### src/rtl/multi_bus.sv
// Shared-bus crossbar: round-robin arbitration of PORTS sources onto one registered bus.
// Optional BUS_LOOPBACK_EN makes dst == own index a legal transfer.
module multi_bus #(
  parameter int WIDTH = 8,
  parameter int PORTS = 4,
  parameter int PIDW  = 2
) (
  input  logic                   clk,
  input  logic                   rst_n,
  input  logic [PORTS-1:0]       req,
  input  logic [PORTS*PIDW-1:0]  dst,
  input  logic [PORTS*WIDTH-1:0] wdata,
  input  logic [PORTS-1:0]       dst_rdy,
  output logic [PORTS-1:0]       grant,
  output logic [PORTS-1:0]       out_valid,
  output logic [WIDTH-1:0]       out_data,
  output logic [PIDW-1:0]        out_src,
  output logic                   err
);

  logic [PIDW-1:0]  rr;
  logic [PIDW-1:0]  rr_next;
  logic [PORTS-1:0] illegal;
  logic [PORTS-1:0] ready_at_dst;
  logic [PORTS-1:0] eligible;
  logic             found;
  logic [PIDW-1:0]  win;
  logic [PIDW-1:0]  win_dst;
  logic [WIDTH-1:0] win_data;
  logic             win_illegal;
  logic [PORTS-1:0] win_onehot;
  int               idx;

  // Illegal requests are always eligible so they drain even with no ready target.
  always_comb begin
    illegal      = '0;
    ready_at_dst = '0;
    eligible     = '0;
    for (int i = 0; i < PORTS; i++) begin
      illegal[i] = int'(dst[i*PIDW +: PIDW]) >= PORTS;
`ifndef BUS_LOOPBACK_EN
      if (int'(dst[i*PIDW +: PIDW]) == i) illegal[i] = 1'b1;
`endif
      for (int j = 0; j < PORTS; j++) begin
        if (int'(dst[i*PIDW +: PIDW]) == j) ready_at_dst[i] = dst_rdy[j];
      end
      eligible[i] = req[i] & (illegal[i] | ready_at_dst[i]);
    end
  end

  always_comb begin
    found = 1'b0;
    win   = '0;
    idx   = 0;
    for (int k = 0; k < PORTS; k++) begin
      idx = int'(rr) + k;
      if (idx >= PORTS) idx = idx - PORTS;
      if (!found && eligible[idx]) begin
        found = 1'b1;
        win   = PIDW'(idx);
      end
    end
  end

  always_comb begin
    win_dst     = dst[int'(win)*PIDW +: PIDW];
    win_data    = wdata[int'(win)*WIDTH +: WIDTH];
    win_illegal = 1'b0;
    grant       = '0;
    win_onehot  = '0;
    for (int j = 0; j < PORTS; j++) begin
      if (int'(win) == j) begin
        win_illegal = illegal[j];
        grant[j]    = rst_n & found;
      end
      win_onehot[j] = (int'(win_dst) == j);
    end
    rr_next = (int'(win) == PORTS - 1) ? '0 : PIDW'(int'(win) + 1);
  end

  always_ff @(posedge clk) begin
    if (!rst_n) begin
      rr        <= '0;
      out_valid <= '0;
      out_data  <= '0;
      out_src   <= '0;
      err       <= 1'b0;
    end else begin
      out_valid <= '0;
      err       <= 1'b0;
      if (found) begin
        rr <= rr_next;
        if (win_illegal) begin
          err <= 1'b1;
        end else begin
          out_valid <= win_onehot;
          out_data  <= win_data;
          out_src   <= win;
        end
      end
    end
  end

endmodule

### config.mk
export PLATFORM = sky130hd
export DESIGN_NAME = multi_bus
export DESIGN_NICKNAME = d
export VERILOG_FILES = /design/src/rtl/multi_bus.sv
export SDC_FILE = /design/constraint.sdc
export NUM_CORES = 1
export LEC_CHECK = 0
export ABC_CLOCK_PERIOD_IN_PS = 7940
export CAP_MARGIN = 20
export CORE_UTILIZATION = 43
export CTS_BUF_LIST = sky130_fd_sc_hd__clkbuf_8
export DETAILED_ROUTE_END_ITERATION = 10
export PLACE_DENSITY = 0.88
export SETUP_SLACK_MARGIN = 0.02
export SLEW_MARGIN = 20
export SYNTH_ARGS = -nofsm -noshare
export SYNTH_HDL_FRONTEND = slang
export SYNTH_SLANG_ARGS = --single-unit
### constraint.sdc
create_clock -name clk -period 7.94 [get_ports clk]
set_input_delay 1.191 -clock clk [delete_from_list [all_inputs] [get_ports clk]]
set_output_delay 1.191 -clock clk [all_outputs]
set_load 0.02 [all_outputs]
Yosys cells after proc, flatten, opt, wreduce, memory -nomap -nowiden --
Cells that the tools add are included.
Cells by class: equality and inequality tests 18, shift operators 2, reduce and logical (&&, ||, !) cells 15, bitwise operators 12, add/sub/neg operators 8, mux-type cells 54, magnitude comparators 8
Operators by type and width (number):
- less-than comparator 32 x 4 -> 1 bit (second input constant) | 4
- 2-to-1 mux 32 bit | 4
- 2-to-1 mux 1 bit | 41
- variable part select 32 x 6 -> 8 bit | 1
- equality test 2 bit (second input constant) | 12
- equality test 2 x 1 -> 1 bit (second input constant) | 6
- logical NOT 2 bit | 6
- subtractor 3 x 3 -> 4 bit (second input constant) | 3
- 2-to-1 mux 2 bit | 5
- greater-or-equal comparator 3 bit (second input constant) | 3
- binary-select mux 1 bit (select 2 bit) | 4
- variable part select 8 x 4 -> 2 bit | 1
- adder 2 x 2 -> 3 bit (second input constant) | 2
- AND 1 bit | 5
- OR 1 bit | 4
- AND reduction 2 bit | 2
- subtractor 2 x 3 -> 4 bit (second input constant) | 1
- adder 2 x 1 -> 3 bit (second input constant) | 1
- greater-or-equal comparator 2 x 3 -> 1 bit (second input constant) | 1
- logical AND 1 bit | 3
- logical NOT 1 bit | 3
- NOT 1 bit | 3
- OR reduction 3 bit | 1
- adder 2 x 1 -> 2 bit (second input constant) | 1
Storage, ports and cells: input bits 50, register bits after elaboration 17

Longest topological paths before layout --
word-level depth 27, mapped depth 12

Least setup slack after synthesis --
No wires, ideal clock.
path kind in2out, start input port dst[3], end output port grant[3], data arrival time 3.085 ns, stages 8, required time 6.749 ns, buffers on the path 1, path slack 3.664 ns, cell sequence mux2_2 -> o221ai_1 -> o221a_2 -> nand2_2 -> inv_2 -> buf_4 -> ha_1 -> and3_1
Between the ends: word-level cells in the longest chain between the ends 22, elaborated cells on any way between the ends 40
Ends and longest elaborated chain:
- from (decl) | RTL line 11 | input logic [PORTS*PIDW-1:0] dst,
- logical NOT 2 bit | RTL line 45 | if (int'(dst[i*PIDW +: PIDW]) == j) ready_at_dst[i] = dst_rdy[j];
- 2-to-1 mux 1 bit (4 in a row) | RTL line 45
- OR 1 bit * | RTL line 47 | eligible[i] = req[i] & (illegal[i] | ready_at_dst[i]);
- AND 1 bit * | RTL line 47
- binary-select mux 1 bit (select 2 bit) | RTL line 58 | if (!found && eligible[idx]) begin
- 2-to-1 mux 1 bit (not written as such) (2 in a row) | RTL line 58
- 2-to-1 mux 1 bit | RTL line 58
- logical NOT 1 bit | RTL line 58
- [... 3 more ...]
- logical AND 1 bit | RTL line 58
- 2-to-1 mux 1 bit | RTL line 58
- logical NOT 1 bit | RTL line 58
- logical AND 1 bit | RTL line 58
- 2-to-1 mux 2 bit * | RTL line 58
- named net win[1] | RTL line 27 | logic [PIDW-1:0] win;
- equality test 2 x 1 -> 1 bit * | RTL line 72 | if (int'(win) == j) begin
- 2-to-1 mux 1 bit * | RTL line 72
- to (decl) | RTL line 14 | output logic [PORTS-1:0] grant,
The timed path passes the listed nets; every way through them passes the cells marked *. The select of a mux whose other input is x is not followed.

Worst setup path in the final report --
start input port dst[3], end output port grant[3]
Between the ends: word-level cells in the longest chain between the ends 22, elaborated cells on any way between the ends 40
Ends and longest elaborated chain (RTL line):
- logical NOT 2 bit | 45
- 2-to-1 mux 1 bit (4 in a row) | 45
- OR 1 bit * | 47
- AND 1 bit * | 47
- binary-select mux 1 bit (select 2 bit) | 58
- 2-to-1 mux 1 bit (not written as such) (2 in a row) | 58
- 2-to-1 mux 1 bit | 58
- logical NOT 1 bit | 58
- [... 2 more ...]
- logical NOT 1 bit | 58
- logical AND 1 bit | 58
- 2-to-1 mux 1 bit | 58
- logical NOT 1 bit | 58
- logical AND 1 bit | 58
- 2-to-1 mux 2 bit / 2-to-1 mux 1 bit (equally long branches) | 58
- equality test 2 x 1 -> 1 bit / AND 1 bit (equally long branches) | 72, 74
- 2-to-1 mux 1 bit * | 72
Every way passes the cells marked *; elsewhere a longest branch is shown, timed or not. The select of a mux whose other input is x is not followed.

==> impl_metrics.json <==
{
  "r2r_cells": 11,
  "cts-hold-fix-buffers": 0,
  "diodes": 0,
  "worstHoldEndpoint": "out_data[5]",
  "layout_common_cells": "68 x clkdlybuf4s50_1, 18 x mux2i_1, 17 x dfxtp_1, 14 x nand2_1, 11 x o221ai_1",
  "cp.depth": 9,
  "root_buffer": "clkbuf_8",
  "cp_max_fo": 20,
  "fp.coreArea_mm2": 0.00276,
  "via_per_inst": 5.86,
  "clk_latency_ps": 260,
  "syn_avg_cell_area_um2": 9.24,
  "die_h_um": 56.1,
  "rows": 19,
  "leakagePower_nw": 0.772,
  "setup_slack_ps": 2440,
  "peakVddDrop_uv": 145,
  "crit_family": "buffers and inverters",
  "fmax_mhz": 182,
  "first_pass_iters": 4,
  "drtIter0Drc": 30,
  "slowest_stage": "clkdlybuf4s50_1",
  "syn-cell-area_mm2": 0.00126,
  "worst_pin_slew_ps": 639,
  "yosysTopAreaCell": "dfxtp_1",
  "grt_overflow": 0,
  "hold_path_class": "flop to flop",
  "wl_per_cell_um": 15.7,
  "grt_usage": 0.234,
  "die_x_um": 56.1,
  "synthTopCellsByArea": "dfxtp_1 27%, mux2i_1 14%, o221ai_1 7.7%",
  "layout.nets": 260,
  "critPathLaunchType": "primary input",
  "io_pins": 69,
  "cts_tree": "built",
  "setup_viol": 0,
  "rsz0062_at_grt": "no",
  "p_per_area_mw_per_mm2": 182,
  "fin_crit_sh": 0.693,
  "ctsLongestPathBuffers": 2,
  "antenna_found_initial": 0,
  "synth_top_area_frac": 0.271,
  "criticalPathCategory": "primary input to primary output",
  "fin_area_mm2": 0.00200,
  "hold_start": "out_data[5]",
  "synth_cell_types": 43,
  "initial_core_util": 0.456,
  "yosys_warnings": 0,
  "dpl-instance-area_mm2": 0.00196,
  "fin_worst_skew_ps": 2.36,
  "io_buffers": 68,
  "dp_hpwl_mm": 2.89,
  "crit_chain": "clkdlybuf4s50_1 -> mux2_2 -> o221ai_1 -> o221a_2 -> nand2_2 -> inv_2 -> ha_1 -> and3_1 -> clkdlybuf4s50_1",
  "reg2reg_to": "out_valid[1]",
  "globalplace.congestion": 0.914,
  "htree_num_levels": 1,
  "slowest_delay_ps": 600,
  "required_ps": 6750,
  "totalWireLength_mm": 3.71,
  "numCtsBuffers": 3,
  "syn_to_final_growth_pct": 59.6,
  "end_kind": "primary output",
  "grt_pass1_vias": 1312,
  "whs_path_depth": 2,
  "grt_max_degree": 21,
  "ctsResizeCount": 0,
  "finalHoldViolCount": 0,
  "syn_inst": 136,
  "slew_headroom": 0.572,
  "status": "complete, no violations",
  "cp-startpoint": "dst[3]",
  "critPathArrivalTime_ps": 4310,
  "synth_seq_area_share": 0.271,
  "synth_fp_nets": 190,
  "vias": 1384,
  "drv_cap": 0,
  "reg2reg_from": "rr[1]",
  "final.setup.tns_ps": 0,
  "grt_pass1_wl_mm": 5.73,
  "cpMostUsedCell": "clkdlybuf4s50_1",
  "ff2ff_setup_slack_ps": 4420,
  "power_mw": 0.366,
  "fin_crit_ps": 5500,
  "dp_slack_ps": 2460,
  "dieArea_mm2": 0.00314,
  "clock_sinks": 17,
  "ys_seq_elements": 17,
  "slew_viol_final": 0,
  "drive_gt1_frac": 0.0829,
  "ant_nets": 0,
  "cts.reportedPaths.clkPinSlew_ps": 70,
  "final_common_cell": "clkdlybuf4s50_1",
  "drc_errors": 0,
  "postCtsSetupBuffers": 0,
  "path_buf_inv": 3
}
cell families (layout without fill, tap and decap cells):
logic type / Yosys count / count (layout) / synth area share
buf+inv: 8 / 77 / 0.0279
mux: 21 / 21 / 0.170
compound gates: 43 / 43 / 0.305
simple gates: 43 / 43 / 0.186
fa+ha+maj: 4 / 4 / 0.0398
flops: 17 / 17 / 0.271
worst min-delay path: cells and delay by family (launching register included):
family	cells	cell delay, ps
flip-flops	1	320
AND/OR/NAND/NOR	1	60
AO/OA/AOI/OAI	1	60
through the flow:
step	hold WS (ps)	util	std cells
floorplan	578	-	136
global placement	447	0.711	232
detailed placement	453	0.711	232
CTS	467	0.727	236
global route	483	0.727	236
finish	472	0.727	236
cells in the mapped netlist (all sizes together):
library cell and count:
a2bb2oi 2, mux2i 18, and3 7, o211ai 1, nor2b 5, dfxtp 17
or4b 1, o31ai 1, nand3 3, a21boi 3, o21bai 1, nand2b 1
a22oi 1, a2111o 2, nor3b 1, o211a 1, or2 1, o221a 3
ha 4, a211o 2, or3 1, a21oi 4, o221ai 11, buf 2
a211oi 5, nand2 15, o21ai 3, clkbuf 1, and3b 1, mux2 3
o2111ai 3, nor2 3, inv 5, nand3b 2, or4 1, nand4 1
worst max path at each step:
stage,to
3_5_place_dp,grant[3]
3_3_place_gp,grant[3]
4_1_cts,grant[3]
5_1_grt,grant[2]
6_report,grant[3]
2_1_floorplan,grant[3]
report_power, final:
| group | internal [mW] | switching, mW |
|---|---|---|
| logic | 0.0944 | 0.0953 |
| registers | 0.103 | 0.00868 |
| clock network | 0.0344 | 0.0302 |
| total | 0.232 | 0.134 |
final cells by class:
type / instances / area [um^2]
clock inverter: 1 / 3.75
tap: 31 / 38.8
multi-input combinational: 111 / 881
clock buffer: 3 / 41.3
timing repair buffer: 68 / 681
inverter: 5 / 18.8
fill: 199 / 753
sequential: 17 / 340
state kept, by name, indices dropped and copies added, names as in the netlist:
register	cells
out_valid	4
out_src	2
rr	2
err	1
out_data	8
per-layer routing:
layer,share of wire,vias to the layer above,global-route usage
li1,-,677,-
met1,0.40,627,0.250
met2,0.48,71,0.405
met3,0.099,9,0.0698
met4,0.022,0,0.136
met5,0,-,0
Power figures use the tool's default switching activity.
